==> src/rtl/hw_sw_mailbox.sv <==
// Software-to-hardware register mailbox: software fills shadow registers over
// Avalon-MM and requests a commit; all shadows are published to hw_data
// together on the next frame_sync, so the hardware never sees a half-update.
//
// state | meaning
// IDLE  | no commit pending; hw_data holds the last published set
// ARMED | commit requested; shadows are copied on the next frame_sync
module hw_sw_mailbox #(
  parameter int NUM_CH = 10,
  parameter int DATA_W = 32,
  parameter int SIG_W  = 2,
  parameter int ADDR_W = 5
) (
  input  logic                     clk_clk,
  input  logic                     reset_reset_n,
  input  logic [ADDR_W-1:0]        avs_address,
  input  logic                     avs_read,
  input  logic                     avs_write,
  input  logic [DATA_W-1:0]        avs_writedata,
  output logic [DATA_W-1:0]        avs_readdata,
  input  logic                     frame_sync,
  input  logic [SIG_W-1:0]         hw_sig_in,
  output logic [SIG_W-1:0]         sw_sig_out,
  output logic [NUM_CH*DATA_W-1:0] hw_data,
  output logic                     hw_update
);

  localparam logic [ADDR_W-1:0] A_CTRL   = ADDR_W'(NUM_CH);
  localparam logic [ADDR_W-1:0] A_HW_SIG = ADDR_W'(NUM_CH + 1);
  localparam logic [ADDR_W-1:0] A_FCNT   = ADDR_W'(NUM_CH + 2);

  typedef enum logic {IDLE = 1'b0, ARMED = 1'b1} state_t;

  state_t                    state_q, state_d;
  logic [NUM_CH*DATA_W-1:0]  shadow_q;
  logic [SIG_W-1:0]          hw_sig_q;
  logic [DATA_W-1:0]         frame_cnt_q;
  logic [DATA_W-1:0]         rd_data;
  logic                      ctrl_wr, commit_req, abort_req, copy_now;
  logic                      unused_wdata;

  // Only CTRL bits 0, 1 and the signal field carry meaning on writes to CTRL.
  assign unused_wdata = ^avs_writedata;

  assign ctrl_wr    = avs_write && (avs_address == A_CTRL);
  assign abort_req  = ctrl_wr && avs_writedata[1];
  assign commit_req = ctrl_wr && avs_writedata[0] && !avs_writedata[1];

  // Commit FSM: abort always beats both commit and a coincident frame_sync.
  always_comb begin
    state_d  = state_q;
    copy_now = 1'b0;
    case (state_q)
      IDLE: begin
        if (commit_req) state_d = ARMED;
      end
      ARMED: begin
        if (abort_req) begin
          state_d = IDLE;
        end else if (frame_sync) begin
          state_d  = IDLE;
          copy_now = 1'b1;
        end
      end
      default: state_d = IDLE;
    endcase
  end

  // State register.
  always_ff @(posedge clk_clk or negedge reset_reset_n) begin
    if (!reset_reset_n) state_q <= IDLE;
    else                state_q <= state_d;
  end

  // Shadow writes; a write in the copy cycle lands after the copy reads the old value.
  always_ff @(posedge clk_clk or negedge reset_reset_n) begin
    if (!reset_reset_n) begin
      shadow_q <= '0;
    end else begin
      for (int k = 0; k < NUM_CH; k++) begin
        if (avs_write && (avs_address == ADDR_W'(k)))
          shadow_q[k*DATA_W +: DATA_W] <= avs_writedata;
      end
    end
  end

  // Atomic publish of every shadow plus the one-cycle update strobe.
  always_ff @(posedge clk_clk or negedge reset_reset_n) begin
    if (!reset_reset_n) begin
      hw_data   <= '0;
      hw_update <= 1'b0;
    end else begin
      hw_update <= copy_now;
      if (copy_now) hw_data <= shadow_q;
    end
  end

  // Signal bits, hardware status capture and frame counter.
  always_ff @(posedge clk_clk or negedge reset_reset_n) begin
    if (!reset_reset_n) begin
      sw_sig_out  <= '0;
      hw_sig_q    <= '0;
      frame_cnt_q <= '0;
    end else begin
      hw_sig_q <= hw_sig_in;
      if (ctrl_wr)    sw_sig_out  <= avs_writedata[8 +: SIG_W];
      if (frame_sync) frame_cnt_q <= frame_cnt_q + 1'b1;
    end
  end

  // Read decode; unmapped addresses return zero.
  always_comb begin
    rd_data = '0;
    for (int k = 0; k < NUM_CH; k++) begin
      if (avs_address == ADDR_W'(k)) rd_data = shadow_q[k*DATA_W +: DATA_W];
    end
    if (avs_address == A_CTRL) begin
      rd_data[0]          = (state_q == ARMED);
      rd_data[8 +: SIG_W] = sw_sig_out;
    end
    if (avs_address == A_HW_SIG) rd_data[SIG_W-1:0] = hw_sig_q;
    if (avs_address == A_FCNT)   rd_data = frame_cnt_q;
  end

  // Registered read data, held between reads.
  always_ff @(posedge clk_clk or negedge reset_reset_n) begin
    if (!reset_reset_n)  avs_readdata <= '0;
    else if (avs_read)   avs_readdata <= rd_data;
  end

endmodule

==> config.mk <==
export PLATFORM = sky130hd
export DESIGN_NAME = hw_sw_mailbox
export DESIGN_NICKNAME = d
export VERILOG_FILES = /design/src/rtl/hw_sw_mailbox.sv
export SDC_FILE = /design/constraint.sdc
export NUM_CORES = 1
export LEC_CHECK = 0
export CAP_MARGIN = 5
export CORE_MARGIN = 8
export CORE_UTILIZATION = 30
export CTS_BUF_LIST = sky130_fd_sc_hd__clkbuf_16
export CTS_CLUSTER_DIAMETER = 200
export CTS_CLUSTER_SIZE = 24
export DETAILED_ROUTE_END_ITERATION = 10
export PLACE_DENSITY = 0.55
export SLEW_MARGIN = 25
export SYNTH_ARGS = -nofsm -noshare
export SYNTH_HDL_FRONTEND = slang
export SYNTH_SLANG_ARGS = --single-unit
==> constraint.sdc <==
create_clock -name clk_clk -period 2.3 [get_ports clk_clk]
set_clock_uncertainty 0.1 [all_clocks]
set_input_delay 0.46 -clock clk_clk [delete_from_list [all_inputs] [get_ports clk_clk]]
set_output_delay 0.46 -clock clk_clk [all_outputs]
set_load 0.02 [all_outputs]
==> impl_results.md, run 1 <==
- Status: finished clean
- Minimum clock period: 2.28 ns
- Crit Path Category: input pin to flip-flop
- TritonCTS Buffers: 35
- Fin Hold WS: 0.231 ns
- Cell Count, Final, Fillers Out: 3932
- Power after layout: 26.8 mW
- Setup WS post-layout: 0.0207 ns
- Clk root buf: clkbuf_16
- Yosys cell types: 67
- Crit start category: input pin
- Placed Instances: 3884
- Relative slew slack: 53.0%
- Final setup viols: 0
- Cells after synthesis: 2105
- EDFF count, synth: 0
- Starting DRT DRC Count: 1533
- Worst min-delay path startpoint: hw_sig_in[0]
- Leading cell type in the layout, fill and taps excluded: dfrtp_1
- CTS tree: yes
- Initial antenna violation count: 7
- Total congestion overflow: 0
- H-tree depth: 2
- Syn nets: 2150
- FF-to-FF End: frame_cnt_q[31]$_DFFE_PN0P_
- Fmax: 439 MHz
- Syn_area_per_cell: 14.3 um^2
- First-pass iteration count of the detailed router: 7
- LEAKAGE: 18.0 nW
- Full die area: 111000 um^2
- RSZ-0062 raised after global routing: false
- Clock Path Buffers: 3
- R2r startpoint: frame_cnt_q[11]$_DFFE_PN0P_
- Layout cell share with drive strength beyond 1: 36.2%
- Post-route cell area: 38600 um^2
- Hold endpoint: hw_sig_q[0]$_DFF_PN0_
- Vias per cell: 5.15
- Die W: 333 um
- Row cnt: 116
- Max rail drop VDD: 0.402 mV
- Area grow syn2layout: 28.6%
- Final wirelength: 111000 um
- Syn Std Cell Area: 30100 um^2
- Post-DP HPWL: 83900 um
- Reg2Reg Setup Slack: 0.12 ns
- Worst Path Max Fanout: 10
- CTS clock-pin slew for the worst setup and hold paths: 0.10 ns
- Worst slack at placement: -0.931 ns
- Starting Density: 30.1%
- Number of remaining DRC errors: 0
- Ys async rst share: 100%
- Min-Delay Path Depth: 1
- # IOs: 399
- PwrDens: 694 nW/um^2
- Final Cycle Share: 99.1%
- Seq cells post-synth: 710
- Worst path required time: 2.66 ns
- Placer Congestion: 0.871
- Slew @ Worst Pin: 0.703 ns
- GRT Overall Usage: 19.5%
- Nets: 2674
- Crit path from: avs_address[2]
- Clock sinks: 710
- Die height: 333 um
- Worst hold path class: input pin to flip-flop
- Reg2reg path depth: 6
- Pins Over Slew Limit: 0
- Max-cap viol count: 0
- Port bufs: 398
- Layout Utilization: 38.8%
- Sequential area share after synthesis: 59.1%
- Hold Fails Final Rpt: 0
- Post-placement cell area: 37400 um^2
- Pin count of the biggest net entering global routing: 75
- Vias in the first global route: 21400
- CP arrival: 2.64 ns
- Worst skew pair latency: 0.58 ns
- Worst setup EP type: flip-flop
- Core area: 99700 um^2
- Avg WL per Cell: 28.2 um
- Vias: 20300
- First-pass GRT wire length: 161000 um
- Final ANT Viol Nets: 0
- Setup TNS Final: 0 ns
- Most frequent cells in the layout: dfrtp_1, mux2_2, clkdlybuf4s50_1, buf_4, o21ai_0
- YS warnings: 0
- Dominant synthesized flop cell: dfrtp_1
## layer usage
layer / wire length [um] / track usage [%]
met1: 48200 / 26.2
met2: 51600 / 31.5
met3: 8840 / 5.43
met4: 2260 / 3.92
met5: 13 / 0
## cells by family (layout without fill, tap and decap cells)
group / Yosys count / count (layout) / synth area share [%]
fa+ha+maj: 1 / 1 / 0.0416
simple gates: 230 / 230 / 4.13
compound gates: 305 / 305 / 7.66
flops: 710 / 710 / 59.1
xor+xnor: 31 / 31 / 0.903
buf+inv: 184 / 709 / 3.43
other cells: 0 / 4 / 0
mux: 644 / 644 / 24.7
## worst max-delay path: stages
cell	delay, ns
clkdlybuf4s50_1	0.51
buf_12	0.16
or4b_1	0.56
o22ai_1	0.25
a221oi_1	0.11
o32ai_1	0.32
buf_4	0.19
a22oi_1	0.07
## cell usage after synthesis (12+ instances only)
cell type    n  area share (%)
clkbuf_1    50            0.62
nor2_1      51            0.64
nand2b_1    27            0.56
mux2_2     559              21
buf_2       53            0.88
mux2_1      50             1.9
a2bb2oi_1   21            0.61
nand3_1     54            0.90
buf_1       31            0.39
a221oi_1    14            0.41
mux2_4      28             1.4
buf_6       35             1.3
xnor2_1     24            0.70
a22o_1      21            0.61
a32oi_1     36             1.0
o221ai_1    32            0.93
inv_1       12            0.15
o21ai_0     60             1.0
a21oi_1     29            0.48
a31oi_1     20            0.42
dfrtp_1    710              59
nand2_1     38            0.47
a221o_1     19            0.63
## what timing repair did
| item | CTS | global route |
|---|---|---|
| resized for setup | 27 | 22 |
| setup buffers | 3 | 0 |
| hold buffers | 1 | 0 |
| endpoints found under the setup margin | 18 | 36 |
| cloned | 2 | 0 |
| pin swaps | 3 | 4 |
| hold endpoints to repair | 18 | 0 |
## where the power goes
| part | internal [mW] | switching, mW | total (mW) |
|---|---|---|---|
| clock network | 2.91 | 4.07 | 6.98 |
| logic | 2.25 | 2.03 | 4.28 |
| registers | 14.0 | 1.61 | 15.6 |
| total | 19.1 | 7.71 | 26.8 |
## registers in the layout (all words and copies together), names as in the netlist
name          cells
hw_update         1
shadow_q        320
hw_sig_q          2
frame_cnt_q      32
hw_data         320
state_q           1
avs_readdata     32
sw_sig_out        2
## how the worst max path moves through the flow
| stage | cells past startpoint | to |
|---|---|---|
| final | 8 | avs_readdata[0]$_DFFE_PN0P_ |
| after global routing | 1 | hw_data[32] |
| after CTS | 11 | avs_readdata[12]$_DFFE_PN0P_ |
| after detailed placement | 9 | avs_readdata[16]$_DFFE_PN0P_ |
| after global placement | 9 | avs_readdata[18]$_DFFE_PN0P_ |
| after floorplan | 8 | hw_data[140]$_DFFE_PN0P_ |
## area by class of cell
class	count	area, um^2
antenna	4	10.0
clock buffer	37	926
clock inverter	1	11.3
fill	9248	61100
inverter	12	45.0
multi-input combinational	1211	11500
sequential	710	17800
tap	1298	1620
timing repair buffer	659	6760
Power figures use the tool's default switching activity.
==> run 2, diff against run 1 <==
Settings changed: GPL_TIMING_DRIVEN from default to 0.
==> impl_results.md, run 2 (synthesis results as in run 1) <==
- Status: finished clean
- R2r startpoint: frame_cnt_q[8]$_DFFE_PN0P_
- Vias in the first global route: 21400 (+0.065%)
- Worst path required time: 2.71 ns (+0.05 ns)
- Nets: 2581 (-3.5%)
- Power after layout: 26.5 mW (-1.1%)
- PwrDens: 706 nW/um^2 (+1.7%)
- Part of the power in registers: 58.0% (about the same)
- Hold Fails Final Rpt: 0 (unchanged)
- RSZ-0062 raised after global routing: false
- Fillers: 9346 (+1.1%)
- Largest regs: hw_data (320), shadow_q (320)
- Reg2Reg Setup Slack: 0.18 ns (+0.06 ns)
- Cell Int Power: 18.9 mW (-0.91%)
- Worst slack at placement: -1.59 ns (-0.655 ns)
- Leading cell type in the layout, fill and taps excluded: dfrtp_1
- FF-to-FF End: frame_cnt_q[31]$_DFFE_PN0P_
- Reg2reg path depth: 6 (unchanged)
- GRT Overall Usage: 20.7% (+1.2 points)
- Net Sw Power: 7.59 mW (-1.5%)
- Final ANT Viol Nets: 0 (unchanged)
- Total congestion overflow: 0 (unchanged)
- Placer Congestion: 0.884 (+1.4%)
- Core area: 99700 um^2 (unchanged)
- Die W: 333 um (unchanged)
- First-pass GRT wire length: 167000 um (+3.4%)
- Full die area: 111000 um^2 (unchanged)
- Clock Path Buffers: 3 (unchanged)
- Max-cap viol count: 0 (unchanged)
- Vias: 20400 (+0.63%)
- Post-DP HPWL: 90800 um (+8.2%)
- Clk root buf: clkbuf_16
- Pins Over Slew Limit: 0 (unchanged)
- Die height: 333 um (unchanged)
- Worst hold path class: input pin to flip-flop
- Area grow syn2layout: 25.0%
- H-tree depth: 2 (unchanged)
- Number of remaining DRC errors: 0 (unchanged)
- Fmax: 437 MHz (-0.33%)
- Relative slew slack: 41.7% (-11 points)
- Starting DRT DRC Count: 1718 (+12%)
- Final Cycle Share: 99.4% (+0.33 points)
- Starting Density: 30.1% (unchanged)
- Initial antenna violation count: 15 (+8)
- Pin count of the biggest net entering global routing: 95 (+27%)
- Sw frac: 28.6% (-0.13 points)
- Max rail drop VDD: 0.419 mV (+4.4%)
- Crit Path Category: input pin to flip-flop
- Most frequent cells in the layout: dfrtp_1, mux2_2, clkdlybuf4s50_1, o21ai_0, mux2_1
- Row cnt: 116 (unchanged)
- Comb pwr share: 15.7% (-0.2 points)
- Worst Path Max Fanout: 10 (unchanged)
- Worst skew pair latency: 0.59 ns (about the same)
- Avg WL per Cell: 31.0 um (+9.8%)
- Final setup viols: 0 (unchanged)
- # IOs: 399 (unchanged)
- Clock sinks: 710 (unchanged)
- Final wirelength: 119000 um (+7.4%)
- CP arrival: 2.69 ns (+0.05 ns)
- Clock Power Share: 26.3% (+0.3 points)
- Crit start category: input pin
- TritonCTS Buffers: 35 (unchanged)
- Minimum clock period: 2.29 ns (+0.00753 ns)
- CTS clock-pin slew for the worst setup and hold paths: 0.11 ns (about the same)
- First-pass iteration count of the detailed router: 5 (-2)
- Slew @ Worst Pin: 0.875 ns (+0.172 ns)
- Vias per cell: 5.30 (+2.8%)
- Crit path from: avs_address[3]
- CTS tree: yes
- Setup WS post-layout: 0.0131 ns (-0.00753 ns)
- LEAKAGE: 17.6 nW (-2.1%)
- Port bufs: 369 (-7.3%)
- Setup crit end: avs_readdata[8]$_DFFE_PN0P_
- Layout cell share with drive strength beyond 1: 34.2% (-2.0 points)
- Worst setup EP type: flip-flop
==> run 2: through the flow <==
step	hold WS [ns]	utilization (%)	cells	TNS [ns]	instance area [um^2]
5_1_grt	0.249	37.7	3836	0	37600
3_5_place_dp	0.322	35.7	3780	-723.50	35600
6_report	0.252	37.7	3848	0	37600
4_1_cts	0.239	37.4	3829	-0.00104	37300
2_1_floorplan	0.0644	-	2105	0	30100
3_3_place_gp	0.379	35.5	3772	-	35400
==> run 2: per-layer routing <==
metal / vias up / GRT usage [%] / share of wire [%]
met3: 149 / 7.27 / 9.6
met5: - / 0 / 0.017
li1: 8570 / - / -
met4: 4 / 5.28 / 2.6
met1: 10900 / 25.3 / 39
met2: 791 / 34.9 / 49
==> run 2: cell type report <==
cell class / instances / area, um^2 / area share [%]
Sequential cell: 710 / 17800 / 47.3
Buffer: 171 / 1330 / 3.55
Inverter: 12 / 45.0 / 0.120
Tap cell: 1298 / 1620 / 4.32
Timing Repair Buffer: 395 / 4170 / 11.1
Multi-Input combinational cell: 1211 / 11700 / 31.1
Clock buffer: 37 / 926 / 2.46
Clock inverter: 1 / 11.3 / 0.0300
Antenna cell: 13 / 32.5 / 0.0865
==> run 2: worst max-delay path: stages <==
cell and delay [ns]:
clkdlybuf4s50_1 0.48, buf_4 0.20, clkbuf_2 0.33, nor2b_1 0.33
nand3_1 0.20, o32ai_1 0.41, o211ai_1 0.16, o221ai_1 0.12
==> run 2: worst min-delay path by stage <==
stage                             startpoint                     endpoint  slack, ns  cells past startpoint
finish                          hw_sig_in[0]        hw_sig_q[0]$_DFF_PN0_       0.25                      1
global route                    hw_sig_in[0]        hw_sig_q[0]$_DFF_PN0_       0.25                      1
CTS                               frame_sync            state_q$_DFF_PN0_       0.24                      2
detailed placement             reset_reset_n          hw_update$_DFF_PN0_       0.32                      1
global placement    hw_data[145]$_DFFE_PN0P_     hw_data[145]$_DFFE_PN0P_       0.38                      1
floorplan                      reset_reset_n  avs_readdata[0]$_DFFE_PN0P_       0.06                      0
==> run 2: timing repair <==
action / in CTS / in global routing
gates cloned: 0 / 3
pin swaps: 8 / 9
endpoints found under the setup margin: 672 / 555
hold buffers: 1 / 0
hold endpoints to repair: 50 / 0
setup buffers: 11 / 3
gates resized for setup: 179 / 90
==> run 2: power by group through the flow <==
| stage | registers (mW) | clock network, mW | logic [mW] |
|---|---|---|---|
| 2_1_floorplan | 15.4 | 0 | 1.93 |
| 3_3_place_gp | 15.6 | 0 | 3.87 |
| 3_5_place_dp | 15.6 | 0 | 4.07 |
| 4_1_cts | 15.4 | 7.15 | 4.17 |
| 5_1_grt | 15.6 | 7.57 | 4.44 |
| 6_report | 15.4 | 6.96 | 4.17 |
